`config.mk`:
```
export PLATFORM = sky130hd
export DESIGN_NAME = servo_cmd_seq
export DESIGN_NICKNAME = d
export VERILOG_FILES = /design/src/rtl/servo_pkg.sv /design/src/rtl/servo_cmd_fifo.sv /design/src/rtl/servo_cmd_seq.sv
export SDC_FILE = /design/constraint.sdc
export NUM_CORES = 1
export LEC_CHECK = 0
export CORE_UTILIZATION = 60
export DETAILED_ROUTE_END_ITERATION = 6
export PLACE_DENSITY_LB_ADDON = 0.05
export SYNTH_ARGS = -nofsm -noshare
export SYNTH_HDL_FRONTEND = slang
export SYNTH_HIERARCHICAL = 1
export SYNTH_SLANG_ARGS = --single-unit
```
`constraint.sdc`:
```
create_clock -name i_clk -period 5.3 [get_ports i_clk]
set_input_delay 0.795 -clock i_clk [delete_from_list [all_inputs] [get_ports i_clk]]
set_output_delay 0.795 -clock i_clk [all_outputs]
set_load 0.05 [all_outputs]
```
`src/rtl/servo_pkg.sv`:
```
// servo_pkg: shared defaults, FSM state encoding and command record layout for the
// servo command sequencer (servo_cmd_seq, servo_cmd_fifo).
package servo_pkg;

    // Default configuration; FRAME_CYCLES_DEF is one 20 ms frame at 50 MHz.
    localparam int unsigned FRAME_CYCLES_DEF = 1000000;
    localparam int unsigned NUM_SERVO_DEF    = 4;
    localparam int unsigned FIFO_DEPTH_DEF   = 8;
    localparam int unsigned DWELL_W_DEF      = 8;

    // Sequencer FSM encoding.
    localparam logic [1:0] ST_IDLE  = 2'd0;
    localparam logic [1:0] ST_WAIT  = 2'd1;
    localparam logic [1:0] ST_DWELL = 2'd2;

    // A command record is packed as {mask, pos, dwell}, MSB to LSB.
    function automatic int unsigned cmd_width(input int unsigned num_servo,
                                              input int unsigned dwell_w);
        return 2 * num_servo + dwell_w;
    endfunction

endpackage

```
`src/rtl/servo_cmd_fifo.sv`:
```
// servo_cmd_fifo: synchronous FIFO holding packed {mask, pos, dwell} command records.
// Push is refused when full even if a pop happens in the same cycle; flush empties it
// and overrides any push or pop in that cycle.
module servo_cmd_fifo #(
    parameter int unsigned DEPTH = 8,
    parameter int unsigned WIDTH = 16
) (
    input  logic                       i_clk,
    input  logic                       i_rst_n,
    input  logic                       i_flush,
    input  logic                       i_push,
    input  logic                       i_pop,
    input  logic [WIDTH-1:0]           i_wdata,
    output logic [WIDTH-1:0]           o_rdata,
    output logic [$clog2(DEPTH):0]     o_count,
    output logic                       o_full,
    output logic                       o_empty
);

    localparam int unsigned PTR_W = (DEPTH > 1) ? $clog2(DEPTH) : 1;
    localparam int unsigned CNT_W = $clog2(DEPTH) + 1;

    logic [WIDTH-1:0] r_mem [DEPTH];
    logic [PTR_W-1:0] r_wr_ptr;
    logic [PTR_W-1:0] r_rd_ptr;
    logic [CNT_W-1:0] r_count;
    logic             w_do_push;
    logic             w_do_pop;

    assign o_full    = (r_count == CNT_W'(DEPTH));
    assign o_empty   = (r_count == '0);
    assign o_count   = r_count;
    assign o_rdata   = r_mem[r_rd_ptr];
    assign w_do_push = i_push & ~o_full & ~i_flush;
    assign w_do_pop  = i_pop & ~o_empty & ~i_flush;

    // Pointer and occupancy bookkeeping; pointers wrap naturally (power-of-2 depth).
    always_ff @(posedge i_clk or negedge i_rst_n) begin
        if (!i_rst_n) begin
            r_wr_ptr <= '0;
            r_rd_ptr <= '0;
            r_count  <= '0;
        end else if (i_flush) begin
            r_wr_ptr <= '0;
            r_rd_ptr <= '0;
            r_count  <= '0;
        end else begin
            if (w_do_push) r_wr_ptr <= r_wr_ptr + PTR_W'(1);
            if (w_do_pop)  r_rd_ptr <= r_rd_ptr + PTR_W'(1);
            case ({w_do_push, w_do_pop})
                2'b10:   r_count <= r_count + CNT_W'(1);
                2'b01:   r_count <= r_count - CNT_W'(1);
                default: r_count <= r_count;
            endcase
        end
    end

    // Storage array; contents need no reset since occupancy guards every read.
    always_ff @(posedge i_clk) begin
        if (w_do_push) r_mem[r_wr_ptr] <= i_wdata;
    end

endmodule

```
`src/rtl/servo_cmd_seq.sv`:
```
// servo_cmd_seq: frame-aligned command sequencer feeding the 4-channel servo PWM stage.
// Commands are buffered, applied only on a frame boundary, then held for 'dwell' extra frames.
// Optional build macro SERVO_SEQ_FLUSH_EN adds a synchronous i_flush input that empties the
// queue and returns the FSM to idle while s_out keeps its value.
module servo_cmd_seq
    import servo_pkg::*;
#(
    parameter int unsigned NUM_SERVO    = NUM_SERVO_DEF,
    parameter int unsigned FRAME_CYCLES = FRAME_CYCLES_DEF,
    parameter int unsigned FIFO_DEPTH   = FIFO_DEPTH_DEF,
    parameter int unsigned DWELL_W      = DWELL_W_DEF
) (
    input  logic                          i_clk,
    input  logic                          i_rst_n,
`ifdef SERVO_SEQ_FLUSH_EN
    input  logic                          i_flush,
`endif
    input  logic                          i_cmd_valid,
    output logic                          o_cmd_ready,
    input  logic [NUM_SERVO-1:0]          i_cmd_mask,
    input  logic [NUM_SERVO-1:0]          i_cmd_pos,
    input  logic [DWELL_W-1:0]            i_cmd_dwell,
    output logic [NUM_SERVO-1:0]          o_s_out,
    output logic                          o_frame_tick,
    output logic                          o_busy,
    output logic [$clog2(FIFO_DEPTH):0]   o_fifo_level
);

    localparam int unsigned CNT_W = (FRAME_CYCLES > 1) ? $clog2(FRAME_CYCLES) : 1;
    localparam int unsigned CMD_W = cmd_width(NUM_SERVO, DWELL_W);
    localparam logic [CNT_W-1:0] FRAME_LAST = CNT_W'(FRAME_CYCLES - 1);

    logic [CNT_W-1:0]                r_frame_cnt;
    logic                            w_tick;
    logic [1:0]                      r_state;
    logic [1:0]                      w_state_nxt;
    logic [DWELL_W-1:0]              r_dwell_cnt;
    logic [DWELL_W-1:0]              w_dwell_nxt;
    logic [NUM_SERVO-1:0]            r_s_out;
    logic [NUM_SERVO-1:0]            w_s_nxt;
    logic                            w_flush;
    logic                            w_push;
    logic                            w_pop;
    logic                            w_full;
    logic                            w_empty;
    logic [CMD_W-1:0]                w_head;
    logic [NUM_SERVO-1:0]            w_head_mask;
    logic [NUM_SERVO-1:0]            w_head_pos;
    logic [DWELL_W-1:0]              w_head_dwell;
    logic [$clog2(FIFO_DEPTH):0]     w_count;

`ifdef SERVO_SEQ_FLUSH_EN
    assign w_flush = i_flush;
`else
    assign w_flush = 1'b0;
`endif

    assign w_tick       = (r_frame_cnt == FRAME_LAST);
    assign o_cmd_ready  = ~w_full;
    assign w_push       = i_cmd_valid & o_cmd_ready;
    assign {w_head_mask, w_head_pos, w_head_dwell} = w_head;

    assign o_s_out      = r_s_out;
    assign o_frame_tick = w_tick;
    assign o_busy       = (r_state != ST_IDLE) | ~w_empty;
    assign o_fifo_level = w_count;

    servo_cmd_fifo #(
        .DEPTH (FIFO_DEPTH),
        .WIDTH (CMD_W)
    ) u_fifo (
        .i_clk   (i_clk),
        .i_rst_n (i_rst_n),
        .i_flush (w_flush),
        .i_push  (w_push),
        .i_pop   (w_pop),
        .i_wdata ({i_cmd_mask, i_cmd_pos, i_cmd_dwell}),
        .o_rdata (w_head),
        .o_count (w_count),
        .o_full  (w_full),
        .o_empty (w_empty)
    );

    // Free-running frame counter, 0..FRAME_CYCLES-1; the last count is the frame tick.
    always_ff @(posedge i_clk or negedge i_rst_n) begin
        if (!i_rst_n) begin
            r_frame_cnt <= '0;
        end else if (w_tick) begin
            r_frame_cnt <= '0;
        end else begin
            r_frame_cnt <= r_frame_cnt + CNT_W'(1);
        end
    end

    // Next-state logic: commands are only applied and dwell only counts on frame ticks.
    always_comb begin
        w_state_nxt = r_state;
        w_dwell_nxt = r_dwell_cnt;
        w_s_nxt     = r_s_out;
        w_pop       = 1'b0;
        if (w_flush) begin
            w_state_nxt = ST_IDLE;
            w_dwell_nxt = '0;
        end else begin
            case (r_state)
                ST_IDLE: begin
                    if (!w_empty) w_state_nxt = ST_WAIT;
                end
                ST_WAIT: begin
                    if (w_tick && !w_empty) begin
                        w_pop       = 1'b1;
                        w_s_nxt     = (r_s_out & ~w_head_mask) | (w_head_pos & w_head_mask);
                        w_dwell_nxt = w_head_dwell;
                        w_state_nxt = (w_head_dwell == '0) ? ST_IDLE : ST_DWELL;
                    end
                end
                ST_DWELL: begin
                    if (w_tick) begin
                        if (r_dwell_cnt == DWELL_W'(1)) begin
                            // Skip IDLE when work is queued so the next apply lands on
                            // the very next tick and spacing stays exactly dwell+1 frames.
                            w_dwell_nxt = '0;
                            w_state_nxt = w_empty ? ST_IDLE : ST_WAIT;
                        end else begin
                            w_dwell_nxt = r_dwell_cnt - DWELL_W'(1);
                        end
                    end
                end
                default: w_state_nxt = ST_IDLE;
            endcase
        end
    end

    // FSM, dwell counter and output level registers.
    always_ff @(posedge i_clk or negedge i_rst_n) begin
        if (!i_rst_n) begin
            r_state     <= ST_IDLE;
            r_dwell_cnt <= '0;
            r_s_out     <= '0;
        end else begin
            r_state     <= w_state_nxt;
            r_dwell_cnt <= w_dwell_nxt;
            r_s_out     <= w_s_nxt;
        end
    end

endmodule
```
==> metrics.md, run 1 <==
| Metric | Value |
|---|---|
| Uppermost layer routed | met4 |
| Clk sinks | 172 |
| Met3 wire len | 736 um |
| Final worst slack | 1491 ps |
| Gate power share | 4.5% |
| Core ar. | 12010 um2 |
| Final GP Congestion | 0.8173 |
| Worst EP required | 4510 ps |
| Worst-Margin Slew | 1016 ps |
| Max FO, Critical Path | 9 |
| CP top delay family | simple AND/OR/NAND/NOR gates |
| Via count | 4161 |
| Final Critical Period | 3809 ps |
| Worst path slowest cell | clkdlybuf4s50_1 |
| Post-route ant nets | 0 |
| GRT Overall Usage | 24.32% |
| Synth cell count leaders | edfxtp_1 (128), dfrtp_1 (44), mux4_2 (32), nor2_1 (28), mux2_2 (20) |
| Unrepaired setup endpoints after global routing | no |
| Max_cap viols | 0 |
| Startpoint types | flip-flop |
| Number of library cell types mapped by synthesis | 62 |
| Grt ovf | 0 |
| Fin Clk Skew | 10.50 ps |
| Router iterations before antenna repair | 5 |
| Psw | 0.6545 mW |
| Die area | 12770 um2 |
| Yosys top cell area share | 52.00% |
| Hold_buf cts | 0 |
| HP Class | reg2reg |
| Number of synthesized flops with an enable pin | 128 |
| I/O Buffers | 29 |
| DRC viols | 0 |
| Max clock buf depth | 2 |
| Fin. max-slew vios | 0 |
| Clock slew seen by the registers of the worst setup and hold paths | 70 ps |
| Total Neg Setup Slack | 0 ps |
| Post-synthesis sequential area ratio | 66.89% |
| Hold path depth | 1 |
| Pwr dens | 334.4 nW/um2 |
| Area Overhead vs Synth | 15.08% |
| Largest net degree at the start of global routing | 45 |
| CTS buffer count | 17 |
| WP buf/inv | 2 |
| 1st-iter DRT viols | 492 |
| Clk pwr share | 43.3% |
| Nets | 526 |
| Worst path cell trace | nor4b_1 -> and2_1 -> nand2_1 -> clkinv_1 -> clkdlybuf4s50_1 |
| WP data arrival | 3010 ps |
| Share of layout cells above drive strength 1 | 21.88% |
| Hold WS | 476.3 ps |
| Drt total wl | 13.92 mm |
| Number of cell rows | 40 |
| Final hold violation count | 0 |
| Post-DP HPWL | 8.409 mm |
| Setup WS pre-CTS | 1614 ps |
| Ys Warns | 6 |
| P_leak | 3.018 nW |
| Post-cts gate resize count | 0 |
| CTS Root Cell | clkbuf_16 |
| Post-Syn Area | 7392 um2 |
| Synthesized area per cell | 16.28 um2 |
| Top FF cell, synth | edfxtp_1 |
| P_int | 2.190 mW |
| Setup CP Type | reg2out |
| Maximum VDD drop | 257.4 uV |
| Cells after synthesis | 454 |
| CTS tree | built |
| H-Tree Depth | 4 |
| Ys async rst share | 25.58% |
| Slowest cell delay on critical path | 840 ps |
| Later-pin clock latency in the skew report | 430 ps |
| DIE WIDTH | 113.0 um |
| Leading area contributor after synthesis | edfxtp_1 |
| Setup-failing EPs final | 0 |
| Status | finished, final reports clean |
| Initial antenna violation count | 0 |
| Initial core utilization | 61.54% |
| Synth area leaders | edfxtp_1 (52%), dfrtp_1 (15%), mux4_2 (9.7%), mux2_2 (3.0%), nor2_1 (1.4%) |
| Crit end category | output pin |
| Post-synthesis register bit count | 172 |
| Sw frac | 23.01% |
| Global-route wire length before repair | 22.66 mm |
| Reg2Reg Depth | 12 |
| DR WL/cell | 21.12 um |
| Die H | 113.0 um |
| Io pins | 30 |
| DR WL met2 | 6.981 mm |
| Most common cell in the netlist | edfxtp_1 |
| Slew headroom | 32.27% |
| # diodes | 0 |
| Reg power frac | 52.2% |
| Max Freq | 262.5 MHz |
| Crit path depth | 5 |
| Buffer count from post-CTS setup fixing | 0 |
| Vias in the first global route | 4218 |
| Wl on met1 | 5.900 mm |
| Tcrit/Tclk final | 71.86% |
| Vias/cell | 6.314 |
cells in the final DEF, fill, tap and decap left out, types with 7 or more instances in the layout:
cell type        synthesis  layout
nand2_1                 17      17
mux2_2                  20      20
ha_1                     7       7
mux4_2                  32      32
nand4_1                  9       9
nand3_1                 12      12
inv_1                   10      10
xnor2_1                  9       9
dfrtp_1                 44      43
clkbuf_16                0      17
buf_4                    0      10
nor3_1                  10       7
nor2_1                  28      28
edfxtp_1               128     128
conb_1                   1       8
mux2i_1                  7       7
clkdlybuf4s50_1          0      28
xor2_1                  11      11
state kept, by name, summed over array words and instances (netlist names), named ones only:
signal,cells
r_dwell_cnt,8
r_frame_cnt,20
r_state,2
u_fifo/o_count,4
u_fifo/r_mem,128
u_fifo/r_rd_ptr,3
u_fifo/r_wr_ptr,3
metal layers:
metal  vias to the layer above  track usage [%]
met2                       136            39.71
met3                        27            5.838
li1                       1880                -
met5                         -                0
met4                         0            9.474
met1                      2118            32.09
kinds of logic (layout without fill, tap and decap cells):
| group | Yosys count | in the layout | synth area share (%) |
|---|---|---|---|
| compound gates | 46 | 46 | 4.926 |
| fa+ha+maj | 8 | 8 | 1.456 |
| buf+inv | 31 | 82 | 1.760 |
| other cells | 1 | 8 | 0.05073 |
| simple gates | 117 | 117 | 8.802 |
| mux | 59 | 59 | 13.74 |
| xor+xnor | 20 | 20 | 2.370 |
| flops | 172 | 172 | 66.89 |
worst reg2reg max path: stages (launching register included):
cell and delay (ps):
dfrtp_1 420, nor4b_1 480, and2_1 400, nand2_1 220
nor2_1 350, o41ai_4 200, a21oi_2 180, nor2b_1 300
ha_1 290, a21o_1 180, a2111oi_0 420, mux2i_1 140
or3b_1 180
through the flow:
stage                     instances  power (mW)  utilization (%)  instance area [um2]
final                           659       2.845            70.82                 8507
after global routing            659       2.926            70.82                 8507
after CTS                       659       2.866            70.82                 8507
after detailed placement        627       1.642            65.79                 7903
after global placement          627       1.637            65.79                 7903
after floorplan                 461       1.582                -                 7418
path summary, 6_finish.rpt:
path | endpoint | start | slack (ps)
setup / recovery | o_frame_tick | r_frame_cnt[15] | 1490
hold / removal | r_frame_cnt[18] | r_frame_cnt[18] | 480
setup reg to reg | u_fifo/o_count[3] | r_frame_cnt[15] | 1500
hold reg to reg | r_frame_cnt[18] | r_frame_cnt[18] | 480
max in group asynchronous | u_fifo/r_rd_ptr[0] | i_rst_n | 4070
min in group asynchronous | u_fifo/r_wr_ptr[2] | i_rst_n | 540
power groups by stage:
| stage | combinational [mW] | sequential [mW] | clock, mW |
|---|---|---|---|
| after CTS | 0.130 | 1.48 | 1.25 |
| after floorplan | 0.0637 | 1.52 | 0 |
| after global placement | 0.125 | 1.51 | 0 |
| final | 0.129 | 1.48 | 1.23 |
| after detailed placement | 0.128 | 1.51 | 0 |
| after global routing | 0.143 | 1.49 | 1.30 |
final cells by class:
type	count	area, um2
Sequential cell	172	4946
Fill cell	759	3505
Inverter	11	41.29
Timing Repair Buffer	39	360.3
Clock buffer	17	425.4
Tap cell	147	183.9
Multi-Input combinational cell	258	2371
Clock inverter	15	178.9
(Power assumes the default switching activity.)
==> inputs of run 2 (changes only) <==
Clock period 5.3 ns to 3.7 ns, I/O delays scaled along.
==> run 2 against run 1 <==
Against the previous run:
- design area is 0.93% higher
- hold slack worse by 170 ps
- final cell count is 1.5% higher
- critical path type is now reg2reg
- critical endpoint is now u_fifo/o_count[3]
- largest cell class unchanged
- largest power group unchanged
==> metrics.md, run 2 (synthesis results as in run 1) <==
| Metric | Value |
|---|---|
| Status | finished, final reports clean |
| Final GP Congestion | 0.8429 (+3.1%) |
| Setup slack, reg-to-reg | 240 ps (-1260 ps) |
| Most flops, register | u_fifo/r_mem |
| GRT Overall Usage | 24.27% (-0.057 points) |
| Wl on met1 | 5.971 mm (+1.2%) |
| Io pins | 30 (unchanged) |
| Worst setup startpoint | u_fifo/o_count[3] |
| Post-layout utilization of the core | 71.48% (+0.66 points) |
| Final hold violation count | 0 (unchanged) |
| DP Area | 7995 um2 (+1.2%) |
| Die area | 12770 um2 (unchanged) |
| Tcrit/Tclk final | 93.62% |
| Drt total wl | 14.02 mm (+0.76%) |
| Placed Cells incl. Taps | 637 (+1.6%) |
| Max FO, Critical Path | 8 (-1) |
| Number of cell rows | 40 (unchanged) |
| Total Neg Setup Slack | 0 ps (unchanged) |
| CTS Root Cell | clkbuf_16 |
| Final worst slack | 236.2 ps (-1255 ps) |
| Worst-Margin Slew | 1067 ps (+50.54 ps) |
| 1st-iter DRT viols | 387 (-21%) |
| DRC viols | 0 (unchanged) |
| Vias/cell | 6.227 (-1.4%) |
| Clock slew seen by the registers of the worst setup and hold paths | 70 ps (about the same) |
| R2R Path Start | u_fifo/o_count[3] |
| Final instance area | 8586 um2 (+0.93%) |
| Max clock buf depth | 2 (unchanged) |
| Max_cap viols | 0 (unchanged) |
| Largest regs | u_fifo/r_mem x128, r_frame_cnt x20, r_dwell_cnt x8 |
| Post-route ant nets | 0 (unchanged) |
| Worst EP required | 4070 ps (-440 ps) |
| Area Overhead vs Synth | 16.15% |
| Grt ovf | 0 (unchanged) |
| Largest net degree at the start of global routing | 45 (unchanged) |
| Hold_buf cts | 0 (unchanged) |
| H-Tree Depth | 4 (unchanged) |
| Setup CP Type | reg2reg |
| Initial antenna violation count | 0 (unchanged) |
| Router iterations before antenna repair | 5 (unchanged) |
| Crit end category | flip-flop |
| Vias in the first global route | 4271 (+1.3%) |
| HP Class | in2async |
| WP data arrival | 3830 ps (+820 ps) |
| Via count | 4166 (+0.12%) |
| Die H | 113.0 um (unchanged) |
| Share of layout cells above drive strength 1 | 23.37% (+1.5 points) |
| I/O Buffers | 29 (unchanged) |
| DIE WIDTH | 113.0 um (unchanged) |
| Initial core utilization | 61.54% (unchanged) |
| Reg2Reg Depth | 11 (-1) |
| Final Non-Filler Cells | 669 (+1.5%) |
| Buffer count from post-CTS setup fixing | 0 (unchanged) |
| Clk sinks | 172 (unchanged) |
| CTS buffer count | 17 (unchanged) |
| Slew headroom | 28.90% (-3.4 points) |
| Fin Clk Skew | 8.289 ps (-2.212 ps) |
| Maximum VDD drop | 427.3 uV (+66%) |
| Startpoint types | flip-flop |
| Worst r2r dst | u_fifo/o_count[3] |
| Most frequent cells in the layout | edfxtp_1 (128), dfrtp_1 (43), mux4_2 (32) |
| Setup-failing EPs final | 0 (unchanged) |
| Nets | 536 (+1.9%) |
| Global-route wire length before repair | 22.36 mm (-1.3%) |
| Core ar. | 12010 um2 (unchanged) |
| Met3 wire len | 606 um (-18%) |
| Later-pin clock latency in the skew report | 420 ps (about the same) |
| Pwr dens | 474.0 nW/um2 (+42%) |
| DR WL met2 | 7.207 mm (+3.2%) |
| Post-cts gate resize count | 0 (unchanged) |
| Setup WS pre-CTS | 284.3 ps (-1330 ps) |
| # diodes | 0 (unchanged) |
| Max Freq | 288.7 MHz |
| Largest register FFs | 128 (unchanged) |
| Post-DP HPWL | 8.483 mm (+0.88%) |
| Uppermost layer routed | met4 |
| Final Critical Period | 3464 ps |
| P_leak | 3.083 nW (+2.2%) |
| DR WL/cell | 20.96 um (-0.74%) |
| Most common cell after layout, fill and taps aside | edfxtp_1 |
| Fin. max-slew vios | 0 (unchanged) |
| Unrepaired setup endpoints after global routing | no |
| CTS tree | built |
run 2: changes by cell type in the layout (fill, tap and decap cells not counted), moves of 2 or more:
cell / before / now
buf_4: 10 / 20
clkinv_2: 0 / 2
clkinv_8: 3 / 1
clkinvlp_4: 3 / 0
inv_6: 3 / 5
run 2: worst max-delay path by stage:
stage                        end  slack [ps]  cells after the start
2_1_floorplan  u_fifo/o_count[3]          70                     12
3_3_place_gp   u_fifo/o_count[3]         430                     11
3_5_place_dp   u_fifo/o_count[3]         280                     11
4_1_cts        u_fifo/o_count[3]         250                     11
5_1_grt        u_fifo/o_count[3]          10                     11
6_report       u_fifo/o_count[3]         240                     11
run 2: worst max-delay path, cell delays in order, from the launching register on:
cell and delay [ps]:
dfrtp_1 520, nor4_1 100, or3b_2 510, nor2_1 340
o41ai_4 210, a21oi_2 190, nor2b_1 310, ha_1 290
a21o_1 180, a2111oi_0 450, mux2i_1 130, or3b_1 170
run 2: power by group:
part           total, mW  internal (mW)  leakage, nW  switching (mW)
Clock               1.74          0.974        0.295           0.771
Sequential          2.12           2.10         1.75          0.0156
Combinational      0.205         0.0785         1.04           0.126
Total               4.07           3.16         3.08           0.913
run 2: final cells by class:
class,count,area [um2]
flip-flops and latches,172,4946
fillers,766,3426
multi-input cells,258,2389
clock buffers,18,439.2
repair buffers,49,435.4
well taps,147,183.9
clock inverters,14,151.4
inverters,11,41.29
run 2: layer usage:
layer  track usage (%)  up-vias
li1                  -     1901
met3             5.731       21
met2             41.23      118
met5                 0        -
met4             9.561        0
met1             30.51     2126
run 2: per-stage QoR:
step / hold WS [ps] / total power, mW
after floorplan: 259.4 / 2.266
after global placement: 456.1 / 2.360
after detailed placement: 470.8 / 2.365
after CTS: 348.7 / 4.109
after global routing: 397.4 / 4.195
final: 303.4 / 4.070
